## config.mk

```make
export PLATFORM = sky130hd
export DESIGN_NAME = pulse_slot_arbiter_flat
export DESIGN_NICKNAME = d
export VERILOG_FILES = /design/src/rtl/pulse_slot_arbiter_if.sv /design/src/rtl/pulse_slot_arbiter.sv /design/src/flat_wrapper.sv
export SDC_FILE = /design/constraint.sdc
export NUM_CORES = 1
export LEC_CHECK = 0
export ABC_AREA = 1
export BUFFER_PORTS_ARGS = -buffer_cell sky130_fd_sc_hd__buf_2
export CAP_MARGIN = 20
export CORE_MARGIN = 2
export CORE_UTILIZATION = 40
export CTS_BUF_LIST = sky130_fd_sc_hd__clkbuf_16
export DETAILED_ROUTE_END_ITERATION = 16
export GPL_TIMING_DRIVEN = 0
export PLACE_DENSITY = 0.55
export SLEW_MARGIN = 20
export SYNTH_ARGS = -nofsm -noshare
export SYNTH_HDL_FRONTEND = slang
export SYNTH_SLANG_ARGS = --single-unit
```

## constraint.sdc

```tcl
create_clock -name CLK -period 1.92 [get_ports CLK]
set_input_delay 0 -clock CLK [delete_from_list [all_inputs] [get_ports CLK]]
set_output_delay 0 -clock CLK [all_outputs]
set_load 0.01 [all_outputs]
```

## src/rtl/pulse_slot_arbiter_if.sv

```systemverilog
// Request/grant bundle between four requesters and the shared pulse-slot arbiter.
// master = requester side, slave = arbiter side.
interface pulse_slot_arbiter_if;
    logic [3:0] REQ;
    logic [3:0] GNT;
    logic [1:0] GNT_ID;
    logic       Y_OUT;
    logic       DONE;
    logic       BUSY;

    modport master (output REQ, input GNT, GNT_ID, Y_OUT, DONE, BUSY);
    modport slave  (input REQ, output GNT, GNT_ID, Y_OUT, DONE, BUSY);
endinterface

```

## src/rtl/pulse_slot_arbiter.sv

```systemverilog
// Round-robin owner selection for one shared timed pulse: ACTIVE window of HIGH_CYC
// cycles, then GAP_CYC recovery cycles, then re-arbitration from IDLE.
//
// state  | meaning
// IDLE   | no slot owned; arbitrate whenever any REQ is high
// ACTIVE | pulse high for the granted requester, non-preemptive
// GAP    | pulse low, recovery time, requests ignored
module pulse_slot_arbiter #(
    parameter int unsigned HIGH_CYC = 3,
    parameter int unsigned GAP_CYC  = 2
) (
    input  logic                 CLK,
    input  logic                 RST,
    pulse_slot_arbiter_if.slave  bus
);

    typedef enum logic [1:0] {S_IDLE, S_ACTIVE, S_GAP} state_t;

    state_t     state_q, state_d;
    logic [3:0] cnt_q, cnt_d;
    logic [1:0] last_q, last_d;
    logic [3:0] gnt_q, gnt_d;
    logic [1:0] gnt_id_q, gnt_id_d;
    logic       y_q, y_d;
    logic       done_q, done_d;
    logic       busy_q, busy_d;

    logic       win_found;
    logic [1:0] win_idx;
    logic [1:0] cand;

    // Search starts just after the previous winner so every requester gets a turn.
    always_comb begin
        win_found = 1'b0;
        win_idx   = last_q;
        cand      = last_q;
        for (int k = 1; k <= 4; k++) begin
            cand = last_q + 2'(k);
            if (!win_found && bus.REQ[cand]) begin
                win_found = 1'b1;
                win_idx   = cand;
            end
        end
    end

    always_comb begin
        state_d  = state_q;
        cnt_d    = cnt_q;
        last_d   = last_q;
        gnt_d    = gnt_q;
        gnt_id_d = gnt_id_q;
        y_d      = y_q;
        done_d   = done_q;
        busy_d   = busy_q;
        unique case (state_q)
            S_IDLE: begin
                if (win_found) begin
                    state_d  = S_ACTIVE;
                    gnt_d    = 4'b0001 << win_idx;
                    gnt_id_d = win_idx;
                    last_d   = win_idx;
                    y_d      = 1'b1;
                    busy_d   = 1'b1;
                    cnt_d    = 4'(HIGH_CYC - 1);
                    done_d   = (HIGH_CYC == 1);
                end
            end
            S_ACTIVE: begin
                if (cnt_q != 4'd0) begin
                    cnt_d  = cnt_q - 4'd1;
                    done_d = (cnt_q == 4'd1);
                end else begin
                    gnt_d  = 4'd0;
                    y_d    = 1'b0;
                    done_d = 1'b0;
                    if (GAP_CYC > 0) begin
                        state_d = S_GAP;
                        cnt_d   = 4'(GAP_CYC - 1);
                    end else begin
                        state_d = S_IDLE;
                        busy_d  = 1'b0;
                    end
                end
            end
            S_GAP: begin
                if (cnt_q != 4'd0) begin
                    cnt_d = cnt_q - 4'd1;
                end else begin
                    state_d = S_IDLE;
                    busy_d  = 1'b0;
                end
            end
            default: begin
                state_d = S_IDLE;
                busy_d  = 1'b0;
            end
        endcase
    end

    always_ff @(posedge CLK) begin
        if (RST) begin
            state_q  <= S_IDLE;
            cnt_q    <= 4'd0;
            last_q   <= 2'd3;
            gnt_q    <= 4'd0;
            gnt_id_q <= 2'd0;
            y_q      <= 1'b0;
            done_q   <= 1'b0;
            busy_q   <= 1'b0;
        end else begin
            state_q  <= state_d;
            cnt_q    <= cnt_d;
            last_q   <= last_d;
            gnt_q    <= gnt_d;
            gnt_id_q <= gnt_id_d;
            y_q      <= y_d;
            done_q   <= done_d;
            busy_q   <= busy_d;
        end
    end

    assign bus.GNT    = gnt_q;
    assign bus.GNT_ID = gnt_id_q;
    assign bus.Y_OUT  = y_q;
    assign bus.DONE   = done_q;
    assign bus.BUSY   = busy_q;

endmodule

```

## src/flat_wrapper.sv

```systemverilog
// flat-port wrapper written by rule: the top's interface ports become plain ports
module pulse_slot_arbiter_flat 
#(
    parameter int unsigned HIGH_CYC = 3,
    parameter int unsigned GAP_CYC  = 2
)
  (CLK, RST, bus_REQ, bus_GNT, bus_GNT_ID, bus_Y_OUT, bus_DONE, bus_BUSY);
  pulse_slot_arbiter_if bus_i ();
  input  logic CLK;
  input  logic RST;
  input wire logic [$bits(bus_i.REQ)-1:0] bus_REQ;
  output wire logic [$bits(bus_i.GNT)-1:0] bus_GNT;
  output wire logic [$bits(bus_i.GNT_ID)-1:0] bus_GNT_ID;
  output wire logic [$bits(bus_i.Y_OUT)-1:0] bus_Y_OUT;
  output wire logic [$bits(bus_i.DONE)-1:0] bus_DONE;
  output wire logic [$bits(bus_i.BUSY)-1:0] bus_BUSY;
  assign bus_i.REQ = bus_REQ;
  assign bus_GNT = bus_i.GNT;
  assign bus_GNT_ID = bus_i.GNT_ID;
  assign bus_Y_OUT = bus_i.Y_OUT;
  assign bus_DONE = bus_i.DONE;
  assign bus_BUSY = bus_i.BUSY;
  pulse_slot_arbiter #(.HIGH_CYC(HIGH_CYC), .GAP_CYC(GAP_CYC)) u_core (.CLK(CLK), .RST(RST), .bus(bus_i));
endmodule
```

==> impl_metrics.yaml, run 1 <==
placed_design:
  port_buffers: 13
  post-place-ws_ns: 0.2068
  place_congestion: 0.7423
  dp_hpwl_um: 2029
die:
  rows: 20
  dieWidth_um: 59.79
  start_util_pct: 41.46
  die-area_mm2: 0.003575
  die_h_um: 59.79
  core_area_mm2: 0.003003
  io_pins: 15
power:
  power_mw: 2.964
  leakagePower_nw: 0.7140
  vdd_drop_max_uv: 874.9
  p_per_area_mw_per_mm2: 2071
synthesis:
  synth_area_mm2: 0.001245
  netlist_top_cells_area: "dfxtp_1 (27%), nand2_1 (17%), ha_1 (7.0%)"
  async_reset_ff_share_pct: 0
  ys_seq_area_share_pct: 27.34
  synth.distinct_cells: 28
  synth.avg_cell_area_um2: 6.916
  synth_top_area_share_pct: 27.34
  yosysTopAreaCell: "dfxtp_1"
  synth_edf_count: 0
  synth_seq_cells: 17
  syn_nets: 193
  yosys_warnings: 0
  syn_inst: 180
  synth_ff_type: "dfxtp_1"
setup_path:
  crit_fanout: 10
  reg2reg_slack_ns: 0.24
  worstPathArrival_ns: 1.80
  reg2reg_from: "u_core.last_q[0]"
  cp-end-kind: "register"
  critPathKind: "register to register"
  start_kind: "register"
  worst_ep_required_time_ns: 2.04
  rr_endpoint: "u_core.bus.GNT[2]"
  worstRegToRegCells: 12
min_path:
  hold_end: "u_core.bus.GNT[0]"
  min_path_cells: 2
  min_path_type: "input port to register"
  hp-start: "RST"
sta:
  slew_violations: 0
  finalHoldViolations: 0
  final.period_utilization_pct: 87.59
  rsz0062_at_grt: "no"
  finalClockSkew_ns: 0.002703
  tightest_slew_ns: 0.5231
  fin_ws_ns: 0.2383
  maxSlewHeadroom_pct: 65.13
  max_freq_mhz: 594.6
  finalSetupViolCount: 0
  period_minus_slack_ns: 1.682
  tns_ns: 0
clock_tree:
  cts_resized: 0
  clock_latency_ns: 0.25
  cts_max_path_buffers: 2
  cts.reportedPaths.clkPinSlew_ns: 0.05
  tritoncts: "yes"
  cts_setup_buffers: 0
  cts_root_buf: "clkbuf_16"
  cts.sinks: 17
  cts_buffers: 3
  cts_htree_levels: 1
  holdBufCountCts: 0
route:
  via_per_inst: 4.952
  drtIter0Drc: 48
  drc: 0
  routed_wirelength_um: 2562
  wl_per_cell_um: 11.14
  vias: 1139
  ant_nets: 0
  first_pass_iters: 6
global_routing:
  grt_overflow: 0
  antenna_found_initial: 0
  grt_pass1_wl_um: 4498
  grt_pass1_vias: 1036
  grt_use_total_pct: 16.44
  grt_max_degree: 11
layout:
  antennaDiodeCount: 0
  drive_gt1_share_pct: 25.89
  area_growth_pct: 14.97
  nets: 211
outcome:
  status: "completed"
job:
  drv_cap: 0
## sequential cells by signal, indices dropped and copies added (netlist names)
signal / count
u_core.bus.GNT: 4
u_core.cnt_q: 4
u_core.bus.GNT_ID: 2
u_core.last_q: 2
u_core.state_q: 2
u_core.bus.BUSY: 1
u_core.bus.DONE: 1
u_core.bus.Y_OUT: 1
## kinds of logic (layout without fill, tap and decap cells)
logic type,after synthesis,count (layout),synth area share [%]
and+or+nand+nor,107,107,43.62
buffers and inverters,20,37,7.035
DFF,17,17,27.34
AOI/OAI and AO/OA,29,29,14.97
adders and majority gates,7,7,7.035
## power by group
group	internal, mW	leakage [nW]	switching, mW	total (mW)
combinational	0.679	0.533	1.26	1.93
clock	0.279	0.0409	0.140	0.419
sequential	0.510	0.140	0.100	0.611
total	1.47	0.714	1.50	2.96
## cells in the mapped netlist (3+ instances only)
master,instances
a21oi_2,4
nand2_2,10
a21oi_1,7
ha_1,7
nand3_1,12
inv_2,4
nand2_1,58
o21ai_0,3
o21bai_1,3
nand2_4,6
dfxtp_1,17
o21ai_1,6
nor2_1,13
inv_1,11
## worst max-delay path by stage
stage / slack [ns] / startpoint / cells past startpoint / endpoint
floorplan: 0.46 / u_core.last_q[0] / 12 / u_core.bus.GNT[2]
global placement: 0.24 / u_core.last_q[1] / 11 / u_core.bus.GNT[2]
detailed placement: 0.21 / u_core.last_q[0] / 12 / u_core.bus.GNT[2]
CTS: 0.20 / u_core.last_q[0] / 12 / u_core.bus.GNT[2]
global route: 0.02 / u_core.last_q[0] / 12 / u_core.bus.GNT[3]
finish: 0.24 / u_core.last_q[0] / 12 / u_core.bus.GNT[2]
## per-stage QoR
| stage | hold slack (ns) | area [um2] | std cells | utilization, % |
|---|---|---|---|---|
| 6_report | 0.1844 | 1431 | 230 | 47.67 |
| 5_1_grt | 0.2138 | 1431 | 230 | 47.67 |
| 4_1_cts | 0.1892 | 1431 | 230 | 47.67 |
| 3_5_place_dp | 0.4132 | 1351 | 226 | 45.00 |
| 3_3_place_gp | 0.4150 | 1351 | 226 | 45.00 |
| 2_1_floorplan | 0.3117 | 1245 | 180 | - |
## final cells by class
type                       count  area, um2
fill                         317       1572
multi-input combinational    143      817.0
sequential                    17      340.3
clock buffer                   3      75.07
inverter                      18      72.57
timing repair buffer          13      65.06
tap                           33      41.29
buffer                         2      15.01
clock inverter                 1      5.005
## layout by cell type, fill, tap and decap left out
cell       count
o21a_1         1
o211ai_1       2
o21ai_2        2
o21bai_1       3
nor2_8         1
inv_2          4
a21oi_1        7
nor2_2         2
nand2_1       58
inv_1         11
buf_1          1
nand4_4        1
nand3_2        2
clkinv_2       1
a221oi_1       1
buf_2         13
nand4_1        1
ha_1           7
nand3_1       12
buf_6          1
nand2_4        6
a21oi_2        4
or2_1          1
nand2_2       10
dfxtp_1       17
o21ai_0        3
clkinv_1       2
inv_6          1
nor2_1        13
clkbuf_16      3
o21ai_1        6
## critical path, stage by stage (launching register included)
cell	delay (ns)
dfxtp_1	0.32
buf_6	0.15
inv_6	0.06
nand2_1	0.07
nand2_2	0.09
nand2_4	0.11
nand2_4	0.08
nor2_8	0.15
nand3_2	0.11
nand3_1	0.20
nor2_2	0.06
nand2_1	0.09
a21oi_2	0.05
## layer usage
layer	up-vias	wire length, um	track usage [%]
met2	23	1108	24.22
met5	-	0	0
met3	2	129	4.545
met4	0	8	2.857
li1	613	-	-
met1	501	1315	24.05
No activity file was read; power rests on OpenSTA's default activity.
==> run 2, diff against run 1 <==
CELL_PAD_IN_SITES_DETAIL_PLACEMENT = 0   (was default)
CELL_PAD_IN_SITES_GLOBAL_PLACEMENT = 2   (was default)
CORE_UTILIZATION = 32   (was 40)
PLACE_DENSITY = 0.75   (was 0.55)
==> run 2 against run 1 <==
  * Power rose by 0.95%
  * Largest power group unchanged
  * Critical path depth unchanged
  * Highest routed layer is now met3
  * Routed wire length grew 6.9%
  * Sequential power decreased by 0.8%
  * Via count increased by 1.1%
  * Global-route usage decreased by 1.5 points
  * Register-to-register slack barely moved
  * Largest cell class unchanged
  * Die area grew 23%
==> impl_metrics.yaml, run 2 (same netlist as run 1, synthesis figures left out) <==
sta:
  rsz0062_at_grt: "no"
  finalClockSkew_ns: 0.001967
  fin_ws_ns: 0.2407
  tightest_slew_ns: 0.4694
  slew_violations: 0
  finalHoldViolations: 0
  finalSetupViolCount: 0
  final.period_utilization_pct: 87.47
  period_minus_slack_ns: 1.679
  max_freq_mhz: 595.5
  tns_ns: 0
  maxSlewHeadroom_pct: 68.71
layout:
  mostFrequentLayoutCells: "nand2_1 (58), dfxtp_1 (17), nor2_1 (13), buf_2 (13)"
  nets: 211
  fill_cells: 411
  area_growth_pct: 16.38
  antennaDiodeCount: 0
  layout_commonest_cell: "nand2_1"
  drive_gt1_share_pct: 25.38
setup_path:
  reg2reg_from: "u_core.last_q[0]"
  cp-end-kind: "register"
  start_kind: "register"
  cp-startpoint: "u_core.last_q[0]"
  cpMaxStageDelayCell: "dfxtp_1"
  crit_fanout: 10
  path_cells: "buf_6, inv_6, nand2_1, nand2_2, nand2_4, nand2_4, nor2_8, nand3_2, nand2_2, inv_2, nand2_1, o211ai_1"
  worst_ep_required_time_ns: 2.04
  critPathKind: "register to register"
  critical-path-max-stage-delay_ns: 0.32
  worstPathArrival_ns: 1.80
power:
  p_sw_mw: 1.526
  p_int_mw: 1.466
  p_per_area_mw_per_mm2: 2065
  power_frac_clock_pct: 14.3
  power_mw: 2.992
  power_frac_seq_pct: 20.3
  p_sw_share_pct: 50.99
  leakagePower_nw: 0.7154
  p_comb_share_pct: 65.5
  vdd_drop_max_uv: 705.8
placed_design:
  port_buffers: 13
  dp_hpwl_um: 2194
  post-place-ws_ns: 0.2266
  place_congestion: 0.7942
clock_tree:
  clock_latency_ns: 0.25
  cts_root_buf: "clkbuf_16"
  cts_max_path_buffers: 2
  tritoncts: "yes"
  cts_htree_levels: 1
  cts.reportedPaths.clkPinSlew_ns: 0.05
  holdBufCountCts: 0
  cts_buffers: 3
  cts.sinks: 17
  cts_setup_buffers: 0
  cts_resized: 0
die:
  core_area_mm2: 0.003689
  start_util_pct: 33.75
  io_pins: 15
  die_h_um: 66.38
  dieWidth_um: 66.38
  die-area_mm2: 0.004406
  rows: 22
route:
  via_per_inst: 4.702
  routed_wirelength_um: 2738
  vias: 1152
  ant_nets: 0
  drc: 0
  drtIter0Drc: 62
  first_pass_iters: 4
  wl_per_cell_um: 11.18
min_path:
  hp-start: "RST"
  min_path_type: "input port to register"
outcome:
  status: "completed"
global_routing:
  grt_pass1_vias: 1158
  grt_pass1_wl_um: 5037
  antenna_found_initial: 0
  grt_max_degree: 11
  grt_use_total_pct: 14.93
  grt_overflow: 0
job:
  drv_cap: 0
## run 2: cell types whose count changed in the layout (fill, tap and decap cells not counted)
cell	delta
clkinv_2	-1
inv_1	+1
## run 2: cell type report
cell class | count | area (um2) | area share (%)
clock buffer | 3 | 75.07 | 5.181
multi-input combinational | 143 | 817.0 | 56.39
tap | 48 | 60.06 | 4.145
sequential | 17 | 340.3 | 23.49
clock inverter | 1 | 3.754 | 0.2591
inverter | 18 | 72.57 | 5.009
timing repair buffer | 13 | 65.06 | 4.490
buffer | 2 | 15.01 | 1.036
## run 2: critical path, delay by kind of cell, from the launching register on
kind / cells / cell delay, ns
AND/OR/NAND/NOR: 8 / 0.85
AO/OA/AOI/OAI: 1 / 0.09
flip-flops: 1 / 0.32
buffers and inverters: 3 / 0.28
## run 2: path summary, 6_finish.rpt
| kind | to | slack [ns] | depth (start not counted) |
|---|---|---|---|
| max | u_core.last_q[1] | 0.24 | 12 |
| min | u_core.bus.GNT[0] | 0.15 | 2 |
| max reg2reg | u_core.last_q[1] | 0.24 | 12 |
| min reg2reg | u_core.bus.Y_OUT | 0.46 | 2 |
## run 2: stage by stage
step / utilization, % / instance area, um2 / hold slack, ns / std cells
after floorplan: - / 1245 / 0.3117 / 180
after global placement: 37.14 / 1370 / 0.4023 / 241
after detailed placement: 37.14 / 1370 / 0.4056 / 241
after CTS: 39.28 / 1449 / 0.1500 / 245
after global routing: 39.28 / 1449 / 0.1968 / 245
final: 39.28 / 1449 / 0.1519 / 245
## run 2: per-layer routing
layer / share of wire (%) / track usage (%) / up-vias
li1: - / - / 615
met3: 2.5 / 3.578 / 0
met2: 53 / 27.25 / 13
met1: 44 / 17.56 / 524
met5: 0 / 0 / -
met4: 0 / 3.061 / 0
## run 2: power groups by stage
stage	clock network, mW	logic (mW)	registers [mW]
finish	0.426	1.96	0.606
floorplan	0	1.54	0.640
detailed placement	0	1.98	0.614
global route	0.456	2.26	0.628
global placement	0	1.97	0.608
CTS	0.435	1.99	0.608
==> run 3, diff against run 2 <==
ABC_AREA = default   (was 1)
CORE_UTILIZATION = 35   (was 32)
PLACE_DENSITY = 0.74   (was 0.75)
SKIP_LAST_GASP = 1   (was default)
==> run 3 against run 2 <==
  * Critical endpoint is now u_core.cnt_q[3]
  * Synthesized cell count fell by 39%
  * Worst setup slack lost 0.063 ns
  * Cell count fell by 33%
  * Clock-buffer cell count stayed put
==> impl_metrics.yaml, run 3 <==
synthesis:
  yosys_warnings: 0
  synth.distinct_cells: 42
  netlist_top_cells_area: "dfxtp_1 (32%), ha_1 (8.2%), a21oi_1 (5.1%)"
  syn_nets: 123
  async_reset_ff_share_pct: 0
  synthTopCellsByCount: "dfxtp_1 (17), a21oi_1 (11), nor2_1 (10)"
  synth_area_mm2: 0.001072
  synth_top_area_share_pct: 31.74
  synth.avg_cell_area_um2: 9.748
  yosysTopAreaCell: "dfxtp_1"
  syn_inst: 110
  synth_edf_count: 0
  ys_seq_area_share_pct: 31.74
  synth_ff_type: "dfxtp_1"
  synth.most_common_cell: "dfxtp_1"
  synth_seq_cells: 17
layout:
  regArea_um2: 340.3
  nets: 144
  fill_cells: 301
  drive_gt1_share_pct: 30.77
  fin_cells: 163
  area_growth_pct: 20.42
  multi_input_area_um2: 661.9
  mostFrequentLayoutCells: "dfxtp_1 (17), buf_2 (15), a21oi_1 (11), nor2_1 (10)"
  antennaDiodeCount: 0
  layout_commonest_cell: "dfxtp_1"
min_path:
  min_path_type: "input port to register"
clock_tree:
  cts_htree_levels: 1
  cts.sinks: 17
  cts_buffers: 3
  clock_latency_ns: 0.25
  cts_root_buf: "clkbuf_16"
  cts_max_path_buffers: 2
  holdBufCountCts: 0
  cts.reportedPaths.clkPinSlew_ns: 0.05
  tritoncts: "yes"
global_routing:
  antenna_found_initial: 0
  grt_overflow: 0
  grt_pass1_vias: 768
  grt_max_degree: 11
  grt_pass1_wl_um: 3601
  grt_use_total_pct: 14.01
power:
  power_frac_clock_pct: 19.0
  p_int_mw: 1.319
  p_sw_share_pct: 41.72
  p_per_area_mw_per_mm2: 1753
  power_frac_seq_pct: 25.1
  leakagePower_nw: 0.5552
  vdd_drop_max_uv: 720.3
  p_sw_mw: 0.9446
  p_comb_share_pct: 55.9
sta:
  finalClockSkew_ns: 0.002033
  tightest_slew_ns: 0.5491
  rsz0062_at_grt: "no"
  tns_ns: 0
  maxSlewHeadroom_pct: 63.08
  period_minus_slack_ns: 1.743
  finalHoldViolations: 0
  fin_ws_ns: 0.1774
  finalSetupViolCount: 0
  slew_violations: 0
  final.period_utilization_pct: 90.76
  max_freq_mhz: 573.9
placed_design:
  dp_cells: 156
  place_congestion: 0.7423
  dp_hpwl_um: 1663
  port_buffers: 13
  post-place-ws_ns: 0.06946
route:
  ant_nets: 0
  via_per_inst: 5.337
  drtIter0Drc: 30
  first_pass_iters: 4
  wl_per_cell_um: 14.03
  routed_wirelength_um: 2287
  drc: 0
  vias: 870
setup_path:
  crit_fanout: 5
  critPathKind: "register to register"
  worst_ep_required_time_ns: 2.06
  start_kind: "register"
  cp-end-kind: "register"
  worstPathArrival_ns: 1.88
die:
  rows: 20
  core_area_mm2: 0.002978
  die-area_mm2: 0.003522
  start_util_pct: 36.01
  io_pins: 15
  die_h_um: 59.35
  dieWidth_um: 59.35
job:
  drv_cap: 0
outcome:
  status: "completed"
==> run 3: cell count changes in the layout (fill, tap and decap cells not counted), moves of 5 or more <==
| cell | previous run | this run |
|---|---|---|
| nand2_1 | 58 | 3 |
| nand3_1 | 12 | 1 |
| nand2_2 | 10 | 1 |
| nand2_4 | 6 | 0 |
| o21ai_1 | 6 | 0 |
| inv_1 | 12 | 7 |
==> run 3: final timing paths <==
| kind | to | from | depth (start not counted) | slack [ns] |
|---|---|---|---|---|
| min reg2reg | u_core.bus.Y_OUT | u_core.bus.Y_OUT | 1 | 0.45 |
| min | u_core.last_q[0] | RST | 3 | 0.03 |
| max | u_core.cnt_q[3] | u_core.cnt_q[0] | 7 | 0.18 |
| max reg2reg | u_core.cnt_q[3] | u_core.cnt_q[0] | 7 | 0.18 |
==> run 3: final cells by class <==
type	instances	share of cell area, %
Clock buffer	3	5.814
Tap cell	33	3.198
Buffer	5	4.167
Inverter	7	2.035
Timing Repair Buffer	16	6.783
Sequential cell	17	26.36
Multi-Input combinational cell	81	51.26
Clock inverter	1	0.3876
==> run 3: power groups by stage <==
stage / clock (mW) / combinational (mW) / sequential (mW)
2_1_floorplan: 0 / 0.932 / 0.592
3_3_place_gp: 0 / 1.21 / 0.572
3_5_place_dp: 0 / 1.22 / 0.575
4_1_cts: 0.437 / 1.22 / 0.568
5_1_grt: 0.452 / 1.40 / 0.582
6_report: 0.431 / 1.26 / 0.568
==> run 3: critical path, cell delays in order, from the launching register on <==
cell and delay, ns:
dfxtp_1 0.38, inv_1 0.09, ha_1 0.23, nor3b_2 0.20
a221oi_4 0.35, buf_4 0.19, o21a_1 0.11, o21ai_0 0.08
==> run 3: cells by family after synthesis <==
logic type,share of synthesized area (%)
compound gates,28.94
simple gates,19.72
flops,31.74
buf+inv,7.468
fa+ha+maj,8.168
mux,3.967
==> run 3: layer usage <==
layer	vias up	GRT usage, %	wire (um)
li1	446	-	-
met1	400	19.44	1161
met2	20	20.25	1011
met3	4	2.620	79
met4	0	7.792	35
met5	-	0	0
==> run 3: what timing repair did <==
item | CTS | global route
setup buffers | 0 | 3
gates resized for setup | 0 | 2
endpoints found under the setup margin | 0 | 6
==> run 3: per-stage QoR <==
stage | util, % | area [um2] | hold WS (ns) | total power, mW
after global routing | 43.36 | 1291 | 0.05664 | 2.439
after global placement | 39.58 | 1179 | 0.2717 | 1.777
final | 43.36 | 1291 | 0.03247 | 2.264
after detailed placement | 39.58 | 1179 | 0.2844 | 1.792
after CTS | 42.27 | 1259 | 0.02704 | 2.229
after floorplan | - | 1072 | 0.2190 | 1.524
